[src/rtl/nmr_pulse_train_streamer.sv]
// nmr_pulse_train_streamer
//   Generates an NMR pulse train. The order is: initial delay, then an
//   excitation pulse and tau, then nrep refocusing-pulse/acquire-delay pairs
//   (CPMG, or phase-alternated when alt=1). Every output is registered and
//   follows the state being entered (Moore).
// Ports
//   CLK, RST          clock; asynchronous active-high reset
//   START             level request, sampled in IDLE (latches all inputs)
//   ABORT             synchronous abort of a running train
//   idly..dly2        segment lengths in CLK cycles (0 = segment skipped)
//   nrep              number of pls2/dly2 pairs
//   ph1, ph2, alt     phase codes; alt adds 180 deg to ph2 on odd reps
//   OUT               TX gate (high during pulses)
//   PHASE             phase code of current/last pulse
//   ACQ_EN            acquisition window (high during dly2)
//   REP_IDX           current refocusing pair index (0-based)
//   BUSY / DONE       running / idle-or-finished status
module nmr_pulse_train_streamer #(
    parameter int CNT_WIDTH   = 32,
    parameter int NREP_WIDTH  = 16,
    parameter int PHASE_WIDTH = 2
) (
    input  logic                   CLK,
    input  logic                   RST,
    input  logic                   START,
    input  logic                   ABORT,
    input  logic [CNT_WIDTH-1:0]   idly,
    input  logic [CNT_WIDTH-1:0]   pls1,
    input  logic [CNT_WIDTH-1:0]   dly1,
    input  logic [CNT_WIDTH-1:0]   pls2,
    input  logic [CNT_WIDTH-1:0]   dly2,
    input  logic [NREP_WIDTH-1:0]  nrep,
    input  logic [PHASE_WIDTH-1:0] ph1,
    input  logic [PHASE_WIDTH-1:0] ph2,
    input  logic                   alt,
    output logic                   OUT,
    output logic [PHASE_WIDTH-1:0] PHASE,
    output logic                   ACQ_EN,
    output logic [NREP_WIDTH-1:0]  REP_IDX,
    output logic                   BUSY,
    output logic                   DONE
);

    typedef enum logic [2:0] {
        S_IDLE, S_IDLY, S_P1, S_D1, S_P2, S_D2, S_FIN
    } state_t;

    localparam logic [PHASE_WIDTH-1:0] HALF_TURN = PHASE_WIDTH'(1) << (PHASE_WIDTH - 1);

    state_t                 state, nxt_state;
    logic [CNT_WIDTH-1:0]   cnt;
    logic                   load;
    logic [NREP_WIDTH-1:0]  nxt_rep;

    // Parameters latched at START
    logic [CNT_WIDTH-1:0]   idly_q, pls1_q, dly1_q, pls2_q, dly2_q;
    logic [NREP_WIDTH-1:0]  nrep_q;
    logic [PHASE_WIDTH-1:0] ph1_q, ph2_q;
    logic                   alt_q;

    // The entry decision on the START edge must use the live inputs, because
    // the latched copies only become valid after that edge.
    logic                   in_idle;
    logic [CNT_WIDTH-1:0]   e_idly, e_pls1, e_dly1, e_pls2, e_dly2;
    logic [NREP_WIDTH-1:0]  e_nrep;
    logic [PHASE_WIDTH-1:0] e_ph1, e_ph2;
    logic                   e_alt;

    assign in_idle = (state == S_IDLE);
    assign e_idly  = in_idle ? idly : idly_q;
    assign e_pls1  = in_idle ? pls1 : pls1_q;
    assign e_dly1  = in_idle ? dly1 : dly1_q;
    assign e_pls2  = in_idle ? pls2 : pls2_q;
    assign e_dly2  = in_idle ? dly2 : dly2_q;
    assign e_nrep  = in_idle ? nrep : nrep_q;
    assign e_ph1   = in_idle ? ph1  : ph1_q;
    assign e_ph2   = in_idle ? ph2  : ph2_q;
    assign e_alt   = in_idle ? alt  : alt_q;

    // First non-empty segment of a refocusing pair, or FIN if there is none
    logic [NREP_WIDTH:0] rep_inc;
    logic                more_reps;
    state_t              pair_state, rep0_state, repn_state;

    assign rep_inc    = {1'b0, REP_IDX} + (NREP_WIDTH + 1)'(1);
    assign more_reps  = rep_inc < {1'b0, e_nrep};
    assign pair_state = (e_pls2 != '0) ? S_P2 : ((e_dly2 != '0) ? S_D2 : S_FIN);
    assign rep0_state = (e_nrep != '0) ? pair_state : S_FIN;
    assign repn_state = more_reps ? pair_state : S_FIN;

    always_ff @(posedge CLK or posedge RST) begin
        if (RST) state <= S_IDLE;
        else     state <= nxt_state;
    end

    always_comb begin
        nxt_state = state;
        nxt_rep   = REP_IDX;
        load      = 1'b0;
        case (state)
            S_IDLE: begin
                if (START) begin
                    load    = 1'b1;
                    nxt_rep = '0;
                    if (e_idly != '0)      nxt_state = S_IDLY;
                    else if (e_pls1 != '0) nxt_state = S_P1;
                    else if (e_dly1 != '0) nxt_state = S_D1;
                    else                   nxt_state = rep0_state;
                end
            end
            S_IDLY, S_P1, S_D1, S_P2, S_D2: begin
                if (ABORT) begin
                    nxt_state = S_FIN;
                end else if (cnt == CNT_WIDTH'(1)) begin
                    load = 1'b1;
                    case (state)
                        S_IDLY: begin
                            if (e_pls1 != '0)      nxt_state = S_P1;
                            else if (e_dly1 != '0) nxt_state = S_D1;
                            else                   nxt_state = rep0_state;
                        end
                        S_P1: nxt_state = (e_dly1 != '0) ? S_D1 : rep0_state;
                        S_D1: nxt_state = rep0_state;
                        S_P2: begin
                            if (e_dly2 != '0) begin
                                nxt_state = S_D2;
                            end else begin
                                nxt_state = repn_state;
                                if (more_reps) nxt_rep = rep_inc[NREP_WIDTH-1:0];
                            end
                        end
                        default: begin
                            nxt_state = repn_state;
                            if (more_reps) nxt_rep = rep_inc[NREP_WIDTH-1:0];
                        end
                    endcase
                end
            end
            default: begin
                if (!START) nxt_state = S_IDLE;
            end
        endcase
    end

    logic [CNT_WIDTH-1:0]   nxt_len;
    logic [PHASE_WIDTH-1:0] ph2_eff;

    always_comb begin
        nxt_len = '0;
        case (nxt_state)
            S_IDLY:  nxt_len = e_idly;
            S_P1:    nxt_len = e_pls1;
            S_D1:    nxt_len = e_dly1;
            S_P2:    nxt_len = e_pls2;
            S_D2:    nxt_len = e_dly2;
            default: nxt_len = '0;
        endcase
    end

    assign ph2_eff = (e_alt && nxt_rep[0]) ? (e_ph2 + HALF_TURN) : e_ph2;

    always_ff @(posedge CLK or posedge RST) begin
        if (RST) begin
            cnt     <= '0;
            idly_q  <= '0;
            pls1_q  <= '0;
            dly1_q  <= '0;
            pls2_q  <= '0;
            dly2_q  <= '0;
            nrep_q  <= '0;
            ph1_q   <= '0;
            ph2_q   <= '0;
            alt_q   <= 1'b0;
            OUT     <= 1'b0;
            PHASE   <= '0;
            ACQ_EN  <= 1'b0;
            REP_IDX <= '0;
            BUSY    <= 1'b0;
            DONE    <= 1'b0;
        end else begin
            if (in_idle && START) begin
                idly_q <= idly;
                pls1_q <= pls1;
                dly1_q <= dly1;
                pls2_q <= pls2;
                dly2_q <= dly2;
                nrep_q <= nrep;
                ph1_q  <= ph1;
                ph2_q  <= ph2;
                alt_q  <= alt;
            end
            if (load)            cnt <= nxt_len;
            else if (cnt != '0)  cnt <= cnt - CNT_WIDTH'(1);
            // PHASE only moves when a pulse is entered and holds through delays
            if (load && nxt_state == S_P1)      PHASE <= e_ph1;
            else if (load && nxt_state == S_P2) PHASE <= ph2_eff;
            OUT     <= (nxt_state == S_P1) || (nxt_state == S_P2);
            ACQ_EN  <= (nxt_state == S_D2);
            REP_IDX <= nxt_rep;
            BUSY    <= (nxt_state != S_IDLE) && (nxt_state != S_FIN);
            DONE    <= (nxt_state == S_IDLE) || (nxt_state == S_FIN);
        end
    end

endmodule

[config.mk]
export PLATFORM = sky130hd
export DESIGN_NAME = nmr_pulse_train_streamer
export DESIGN_NICKNAME = d
export VERILOG_FILES = /design/src/rtl/nmr_pulse_train_streamer.sv
export SDC_FILE = /design/constraint.sdc
export NUM_CORES = 1
export LEC_CHECK = 0
export CAP_MARGIN = 20
export CORE_MARGIN = 10
export CORE_UTILIZATION = 35
export DETAILED_ROUTE_END_ITERATION = 8
export SLEW_MARGIN = 20
export SYNTH_ARGS = -nofsm -noshare
export SYNTH_HDL_FRONTEND = slang
export SYNTH_SLANG_ARGS = --single-unit
[constraint.sdc]
create_clock -name CLK -period 8.05 [get_ports CLK]
set_input_delay 1.61 -clock CLK [delete_from_list [all_inputs] [get_ports CLK]]
set_output_delay 1.61 -clock CLK [all_outputs]
set_load 0.005 [all_outputs]
==> results of run 1 <==
## worst min-delay path, delay by kind of cell, from the launching register on
kind | cells | cell delay (ns)
simple gates | 2 | 0.10
flops | 1 | 0.34
## logic make-up after synthesis
logic type                 synth area share, %
AOI/OAI and AO/OA                         7.05
and+or+nand+nor                           28.6
muxes                                     13.1
adders and majority gates                 1.77
xor gates and xnor gates                  3.85
buffers and inverters                     3.33
DFF                                       42.3
## routing by layer
metal / part of all wire, % / up-vias / GRT usage (%)
li1: - / 5335 / -
met2: 46 / 442 / 32.3
met5: 0 / - / 0
met1: 43 / 5539 / 27.0
met4: 3.3 / 0 / 6.67
met3: 7.7 / 75 / 4.93
## path summary, 6_finish.rpt
| check | end | slack (ns) | cells after the start |
|---|---|---|---|
| max | cnt[30] | 2.75 | 10 |
| min | alt_q | 0.48 | 2 |
| max reg2reg | cnt[20] | 2.77 | 18 |
| min reg2reg | alt_q | 0.48 | 2 |
| max in group asynchronous | REP_IDX[11] | 5.11 | 3 |
| min in group asynchronous | pls2_q[17] | 1.55 | 2 |
## state kept, by name, indices dropped and copies added, names as in the netlist
register	cells
cnt	32
dly1_q	32
dly2_q	32
pls1_q	32
pls2_q	32
REP_IDX	16
nrep_q	16
idly_q	9
state	3
PHASE	2
ph1_q	2
ph2_q	2
ACQ_EN	1
BUSY	1
DONE	1
OUT	1
alt_q	1
## final cells by class
type                            count  area share [%]
Sequential cell                   215            33.5
Inverter                           19           0.491
Timing Repair Buffer              218            13.5
Multi-Input combinational cell   1103            43.2
Clock inverter                     10            1.04
Tap cell                          461            3.59
Clock buffer                       36            4.66
## cell usage in the layout (no fill, tap or decap), types with 4 or more instances in the layout
cell	instances
o22ai_1	9
xnor2_1	28
inv_1	16
buf_4	9
clkbuf_8	6
nand3_1	14
and4_1	4
and3_1	7
clkdlybuf4s50_1	206
a21o_1	9
nor2_1	49
a22oi_1	19
mux4_2	64
o21ai_0	21
or3_1	5
a221o_1	6
clkbuf_16	26
nand2_1	557
xor2_1	28
a221oi_1	10
a21oi_1	20
nand4_1	25
a211oi_1	5
clkbuf_1	4
nor3_1	19
nor4_1	98
mux2i_1	23
nand2b_1	5
ha_1	18
dfrtp_1	215
bufinv_16	4
## stage by stage
stage	setup WS [ns]	cells	instance area, sq um	utilization (%)
2_1_floorplan	0.561	1416	12700	-
3_3_place_gp	2.14	2015	15100	42.3
4_1_cts	2.67	2061	16100	44.9
6_report	2.75	2062	16100	45.0
5_1_grt	2.32	2062	16100	45.0
3_5_place_dp	2.11	2015	15100	42.3
## power groups by stage
stage	logic [mW]	registers, mW	clock network, mW
6_report	2.78	1.98	1.26
5_1_grt	3.04	2.04	1.32
3_3_place_gp	2.73	1.97	0
3_5_place_dp	2.77	1.98	0
2_1_floorplan	1.98	1.84	0
4_1_cts	2.78	1.96	1.28
==> metrics, run 1 <==
top-area cell type share of the netlist area=42.3%; Hold Crit Class=flop to flop; largest stage delay on the critical path=0.86 ns; H-Tree Depth=1; row cnt=69; clock-pin slew on the worst setup and hold paths=0.06 ns; vias in the first global route=11600; grt ovf=0; Hold Fails Final Rpt=0; Die ar.=44400 sq um; Post-CTS Resized=0; max-cap check violation count=0; Worst Setup End Kind=flop; starting DRC count in detailed routing=999; Sink Count=215; sw frac=41.5%; total CTS buffers=26; Post-synth top flop=dfrtp_1; fill count=3476; clock latency on the worst-skew pair=0.56 ns; Final Max Tran Viols=0; Max FO, Critical Path=36; Syn Area/Cell=8.99 sq um; synth top area cells=dfrtp_1 42%, nand2_1 16%, mux4_2 11%; first-pass GRT wire length=70.6 mm; RSZ-0062 raised after global routing=no; Worst EP arrival=5.71 ns; top-level I/O count=207; Clock Tree Buf Depth=3; Mapped Cells=1416; Final HPWL DP=34.3 mm; WL final=46.0 mm; Int Power=3.52 mW; period utilization=65.8%; nets@finish=1786; Min-Delay Startpoint=alt_q; CTS tree=yes; CTS hold repair buffers=0; n_diodes=0; most frequent cell after synthesis=nand2_1; relative slew slack=29.8%; post-synthesis sequential area ratio=42.3%; Initial Util=35.6%; maximum VDD drop=0.000159 V; mapped cell area=12700 sq um; GR Util All Layers=20.4%; Post-CTS Setup Inserts=0; routability cong.=0.921; die width=211 um; Synth Register Bits=215; CP Data Required Time=8.46 ns; combinational cell fraction of total power=46.2%; Critical Path Source Type=input pin; die height=211 um; CP cell instances=clkdlybuf4s50_1, nor4_1, nand4_1, nor2_1, o31a_1, o221a_2, buf_4, mux4_2, a221oi_1, o22ai_1; Lkg Pwr=7.15 nW; drt first pass iters=5; Flop pwr share=32.9%; crit path from=idly[30]; worst hold slack=0.478 ns; async set-reset flop share out of synthesis=100%; clock network power share=21.0%; Clock Skews=0.0402 ns; area grow syn2layout=26.2%; Reg area=5380 sq um; pin count of the biggest net entering global routing=188; Synth cell types=67; sw power=2.50 mW; Crit Path Class=input pin to flop; net count after synthesis=1619; Worst R2R Start=REP_IDX[0]; Post-synth EDFFs=0; Total Power=6.01 mW; DR DRC count=0; CP Buf/Inv Count=2; post-route minimum period=5.30 ns; initial antenna violation count=0; largest area contributor in the netlist=dfrtp_1; Top delay family on crit path=simple AND/OR/NAND/NOR gates; synth warn=0; Post-DRT Antenna Nets=0; DR WL/cell=22.3 um; fmax=0.189 GHz; Multi-input gate area=6940 sq um; slowest CP cell=nor2_1; Via density=5.52; commonest cells in the netlist=558 x nand2_1, 215 x dfrtp_1, 98 x nor4_1; outcome=finished clean; Core Region=35700 sq um; pwr/cell area=374 nW/um^2; setup tns final=0 ns; Final Setup Violations=0; Port Buffers=206; root buf cell=clkbuf_16; DR vias=11400; layout cell share with drive strength beyond 1=8.62%; Worst Tran Pin Value=1.05 ns
Note: power is estimated with default switching activity, not from simulation.
==> run 2: changes to the inputs <==
clock period = 4.7 ns   (was 8.05 ns; I/O delays follow)
==> run 2 against run 1 <==
  * Largest power group unchanged
  * Combinational power up 74%
  * Register-to-register slack worse by 2.4 ns
  * Clock power is 71% higher
  * Sequential power increased by 71%
  * Hold slack gained 0.0036 ns
  * First-iteration DRC count rose by 6.9%
  * Power increased by 72%
  * Critical path type is now flop to flop
  * Clock skew down 0.020 ns
==> metrics, run 2 (synthesis results as in run 1) <==
outcome=finished clean; nets@finish=1810; Worst EP arrival=4.76 ns; routability cong.=0.916; layout cell share with drive strength beyond 1=10.4%; first-pass GRT wire length=71.1 mm; Die ar.=44400 sq um; CP cell instances=and3_1, and3_1, nand2_1, nor2_2, and3_1, nand3_1, xnor2_1, ha_1, and4_1, nand4_1, a21o_1, o211a_1, buf_4, a21oi_1, o221a_4, buf_12, mux4_2, a221oi_1, o22ai_1; Hold Crit Class=flop to flop; slowest CP cell=dfrtp_1; fill count=3436; Final Setup Violations=0; Core Region=35700 sq um; commonest non-fill, non-tap cell in the layout=nand2_1; post-route minimum period=4.35 ns; Initial Util=35.6%; grt ovf=0; pin count of the biggest net entering global routing=92; top-level I/O count=207; Hold Fails Final Rpt=0; die width=211 um; row cnt=69; total CTS buffers=26; Final HPWL DP=35.2 mm; fmax=0.230 GHz; die height=211 um; worst reg2reg path depth=19; Clock Skews=0.0205 ns; Total Power=10.4 mW; clock-pin slew on the worst setup and hold paths=0.06 ns; DR vias=11600; Port Buffers=206; Lkg Pwr=7.33 nW; Worst Tran Pin Value=1.01 ns; worst hold stages=2; setup tns final=0 ns; initial antenna violation count=2; period utilization=92.6%; starting DRC count in detailed routing=1068; Clock Tree Buf Depth=3; Worst Setup End Kind=flop; WL final=46.0 mm; Reg area=5380 sq um; Crit Path Class=flop to flop; RSZ-0062 raised after global routing=no; Critical Path Source Type=flop; Max FO, Critical Path=24; Multi-input gate area=6970 sq um; clock latency on the worst-skew pair=0.56 ns; relative slew slack=32.8%; Sink Count=215; Top delay family on crit path=simple AND/OR/NAND/NOR gates; CP Buf/Inv Count=2; maximum VDD drop=0.000318 V; root buf cell=clkbuf_16; commonest non-fill, non-tap cells in the layout=557 x nand2_1, 215 x dfrtp_1, 206 x clkdlybuf4s50_1, 98 x nor4_1, 64 x mux4_2; drt first pass iters=7; DR DRC count=0; CTS tree=yes; H-Tree Depth=1; stages on the worst setup path=19; worst hold slack=0.482 ns; Final Max Tran Viols=0; Crit path top cell by count=and3_1; Post-DRT Antenna Nets=0; max-cap check violation count=0; GR Util All Layers=20.4%; DR WL/cell=22.0 um; pwr/cell area=634 nW/um^2; largest stage delay on the critical path=0.42 ns; Via density=5.57; vias in the first global route=11800; area grow syn2layout=28.5%; CP Data Required Time=5.11 ns
run 2: changes by cell type in the layout (fill, tap and decap cells not counted), moves of 2 or more:
| cell | previous run | this run |
|---|---|---|
| buf_4 | 9 | 29 |
| buf_12 | 1 | 6 |
| clkinv_2 | 3 | 8 |
| nor2_1 | 49 | 47 |
| nor2_2 | 1 | 3 |
| nor4b_1 | 3 | 1 |
| nor4b_2 | 0 | 2 |
run 2: final timing paths:
check                      slack (ns)          to       start
min                              0.48  idly_q[26]  idly_q[26]
min reg2reg                      0.48  idly_q[26]  idly_q[26]
min in group asynchronous        0.87  pls2_q[16]         RST
max                              0.35     cnt[30]  REP_IDX[1]
max reg2reg                      0.35     cnt[30]  REP_IDX[1]
max in group asynchronous        3.00  dly1_q[31]         RST
run 2: repair_timing:
action                     CTS  global route
setup endpoints to repair    0            36
setup buffers                0             1
gates resized for setup      0             7
hold buffers                 0             0
run 2: cell type report:
cell class | instances | area share (%)
multi-input cells | 1103 | 42.6
flip-flops and latches | 215 | 32.9
repair buffers | 242 | 14.8
clock buffers | 34 | 4.47
well taps | 461 | 3.53
clock inverters | 14 | 1.22
inverters | 19 | 0.459
diodes | 1 | 0.0153
run 2: routing by layer:
layer,global-route usage [%],vias to the layer above,wire length [um]
met5,0,-,8
met4,4.97,2,1210
met3,4.82,77,3890
met2,33.4,495,21600
met1,26.8,5663,19300
li1,-,5392,-
run 2: report_power, final:
part           internal, mW  total (mW)  switching (mW)
clock network          1.32        2.15           0.832
logic                  2.12        4.83            2.71
registers              2.68        3.39           0.713
total                  6.11        10.4            4.25
run 2: tightest hold or removal path: stages (launching register included):
cell and delay [ns]:
dfrtp_1 0.34, nand2_1 0.05, nand2_1 0.06
run 2: through the flow:
| stage | area (sq um) | setup slack (ns) | cells | utilization [%] |
|---|---|---|---|---|
| after floorplan | 12700 | 0.0145 | 1416 | - |
| after global placement | 15400 | 0.0885 | 2038 | 43.0 |
| after detailed placement | 15400 | 0.0530 | 2038 | 43.0 |
| after CTS | 16300 | 0.131 | 2086 | 45.6 |
| after global routing | 16400 | 0.0365 | 2089 | 45.8 |
| final | 16400 | 0.346 | 2089 | 45.8 |
==> run 3: changes to the inputs <==
SLEW_MARGIN = default   (was 20)
clock period = 4.5 ns   (was 4.7 ns; I/O delays follow)
==> run 3 against run 2 <==
  * Largest power group unchanged
  * Hold slack lost 0.0075 ns
  * First-iteration DRC count is 11% higher
  * Die area unchanged
  * Register-to-register slack worse by 0.11 ns
==> metrics, run 3 (synthesis results as in run 1) <==
outcome=finished clean; WL final=46.0 mm; commonest non-fill, non-tap cells in the layout=557 x nand2_1, 215 x dfrtp_1, 206 x clkdlybuf4s50_1, 98 x nor4_1, 64 x mux4_2; Worst EP arrival=4.69 ns; n_diodes=0; Crit Path Class=flop to flop; CP Data Required Time=4.92 ns; pwr/cell area=656 nW/um^2; Hold Fails Final Rpt=0; largest stage delay on the critical path=0.43 ns; DR WL/cell=21.9 um; CTS tree=yes; grt ovf=0; relative slew slack=31.1%; Max FO, Critical Path=32; DR vias=11600; setup ws final=0.233 ns; CTS hold repair buffers=0; die height=211 um; top-level I/O count=207; Crit path top cell by count=and3_4; nets@finish=1823; Die ar.=44400 sq um; row cnt=69; Port Buffers=206; fmax=0.234 GHz; CP cell instances=and3_4, and3_1, nand2_1, nor2_2, and3_4, nand3_1, xnor2_1, ha_1, and4_1, nand4_1, a21o_1, o211a_1, a21oi_2, o221a_4, buf_12, mux4_2, a221o_1; period utilization=94.8%; vias in the first global route=11600; root buf cell=clkbuf_16; Critical Path Source Type=flop; clock latency on the worst-skew pair=0.54 ns; setup tns final=0 ns; sw frac=41.3%; Top delay family on crit path=simple AND/OR/NAND/NOR gates; CP Buf/Inv Count=1; Area after DPL=15500 sq um; die width=211 um; fill count=3426; Setup WS pre-CTS=0.0200 ns; DR DRC count=0; Final Setup Violations=0; reg-to-reg slack, setup=0.23 ns; Flop pwr share=32.8%; Hold Crit Class=flop to flop; drt first pass iters=5; Clock Skews=0.0122 ns; maximum VDD drop=0.000548 V; GR Util All Layers=20.1%; area grow syn2layout=29.1%; Total Power=10.8 mW; max-cap check violation count=0; Via density=5.54; post-route minimum period=4.27 ns; Clock Tree Buf Depth=3; design area=16400 sq um; Final Max Tran Viols=0; Worst Tran Pin Value=1.03 ns; initial antenna violation count=0; first-pass GRT wire length=70.0 mm; sw power=4.45 mW; RSZ-0062 raised after global routing=yes; layout cell share with drive strength beyond 1=11.5%; H-Tree Depth=1; clock network power share=19.4%; Worst Setup End Kind=flop; Lkg Pwr=7.36 nW; Int Power=6.32 mW; Post-DRT Antenna Nets=0; combinational cell fraction of total power=47.8%; clock-pin slew on the worst setup and hold paths=0.06 ns; Sink Count=215; Initial Util=35.6%; commonest non-fill, non-tap cell in the layout=nand2_1; starting DRC count in detailed routing=1186; slowest CP cell=mux4_2; pin count of the biggest net entering global routing=187; routability cong.=0.968; total CTS buffers=26; Final HPWL DP=34.6 mm; Core Region=35700 sq um
[run 3: cell count changes in the layout (fill, tap and decap cells not counted), moves of 2 or more]
| cell | previous run | this run |
|---|---|---|
| a221oi_2 | 0 | 2 |
| and3_4 | 0 | 2 |
| a221oi_1 | 10 | 8 |
| clkinv_2 | 8 | 4 |
| clkbuf_8 | 5 | 11 |
| bufinv_16 | 4 | 0 |
| buf_4 | 29 | 40 |
| and3_1 | 7 | 5 |
[run 3: what timing repair did]
action / in CTS / in global routing
endpoints found under the setup margin: 0 / 30
hold endpoints to repair: 0 / 0
resized for setup: 0 / 15
buffers inserted: 0 / 1
[run 3: stage by stage]
stage,utilization (%),cells,hold slack [ns]
after CTS,45.7,2097,0.473
after floorplan,-,1416,0.441
final,46.0,2099,0.474
after detailed placement,43.3,2051,0.459
after global routing,46.0,2099,0.490
after global placement,43.3,2051,0.452
[run 3: final timing paths]
path | from | endpoint | cells after the start
max | REP_IDX[1] | cnt[5] | 17
min | idly_q[30] | idly_q[30] | 2
max reg2reg | REP_IDX[1] | cnt[5] | 17
min reg2reg | idly_q[30] | idly_q[30] | 2
max in group asynchronous | RST | dly1_q[6] | 3
min in group asynchronous | RST | dly2_q[5] | 2
[run 3: cell type report]
cell class                      count  area (sq um)  area share, %
Tap cell                          461           577           3.51
Sequential cell                   215          5380           32.7
Clock inverter                      5          36.3          0.221
Inverter                           19          75.1          0.457
Clock buffer                       41           817           4.97
Multi-Input combinational cell   1103          7010           42.7
Timing Repair Buffer              255          2540           15.4
[run 3: metal layers]
metal,track usage (%),vias to the layer above,share of wire (%)
met5,0,-,0
met4,5.12,0,2.7
met3,4.45,68,8.3
met2,32.8,486,48
met1,26.6,5664,41
li1,-,5417,-
[run 3: worst min-delay path: cells and delay by family (launching register included)]
kind	cells	cell delay (ns)
DFF	1	0.34
and+or+nand+nor	2	0.10
[run 3: power by group through the flow]
stage | logic (mW) | registers (mW) | clock network, mW
after global routing | 5.62 | 3.64 | 2.19
after detailed placement | 5.05 | 3.53 | 0
final | 5.16 | 3.53 | 2.09
after floorplan | 3.57 | 3.30 | 0
after CTS | 5.06 | 3.50 | 2.12
after global placement | 4.98 | 3.50 | 0
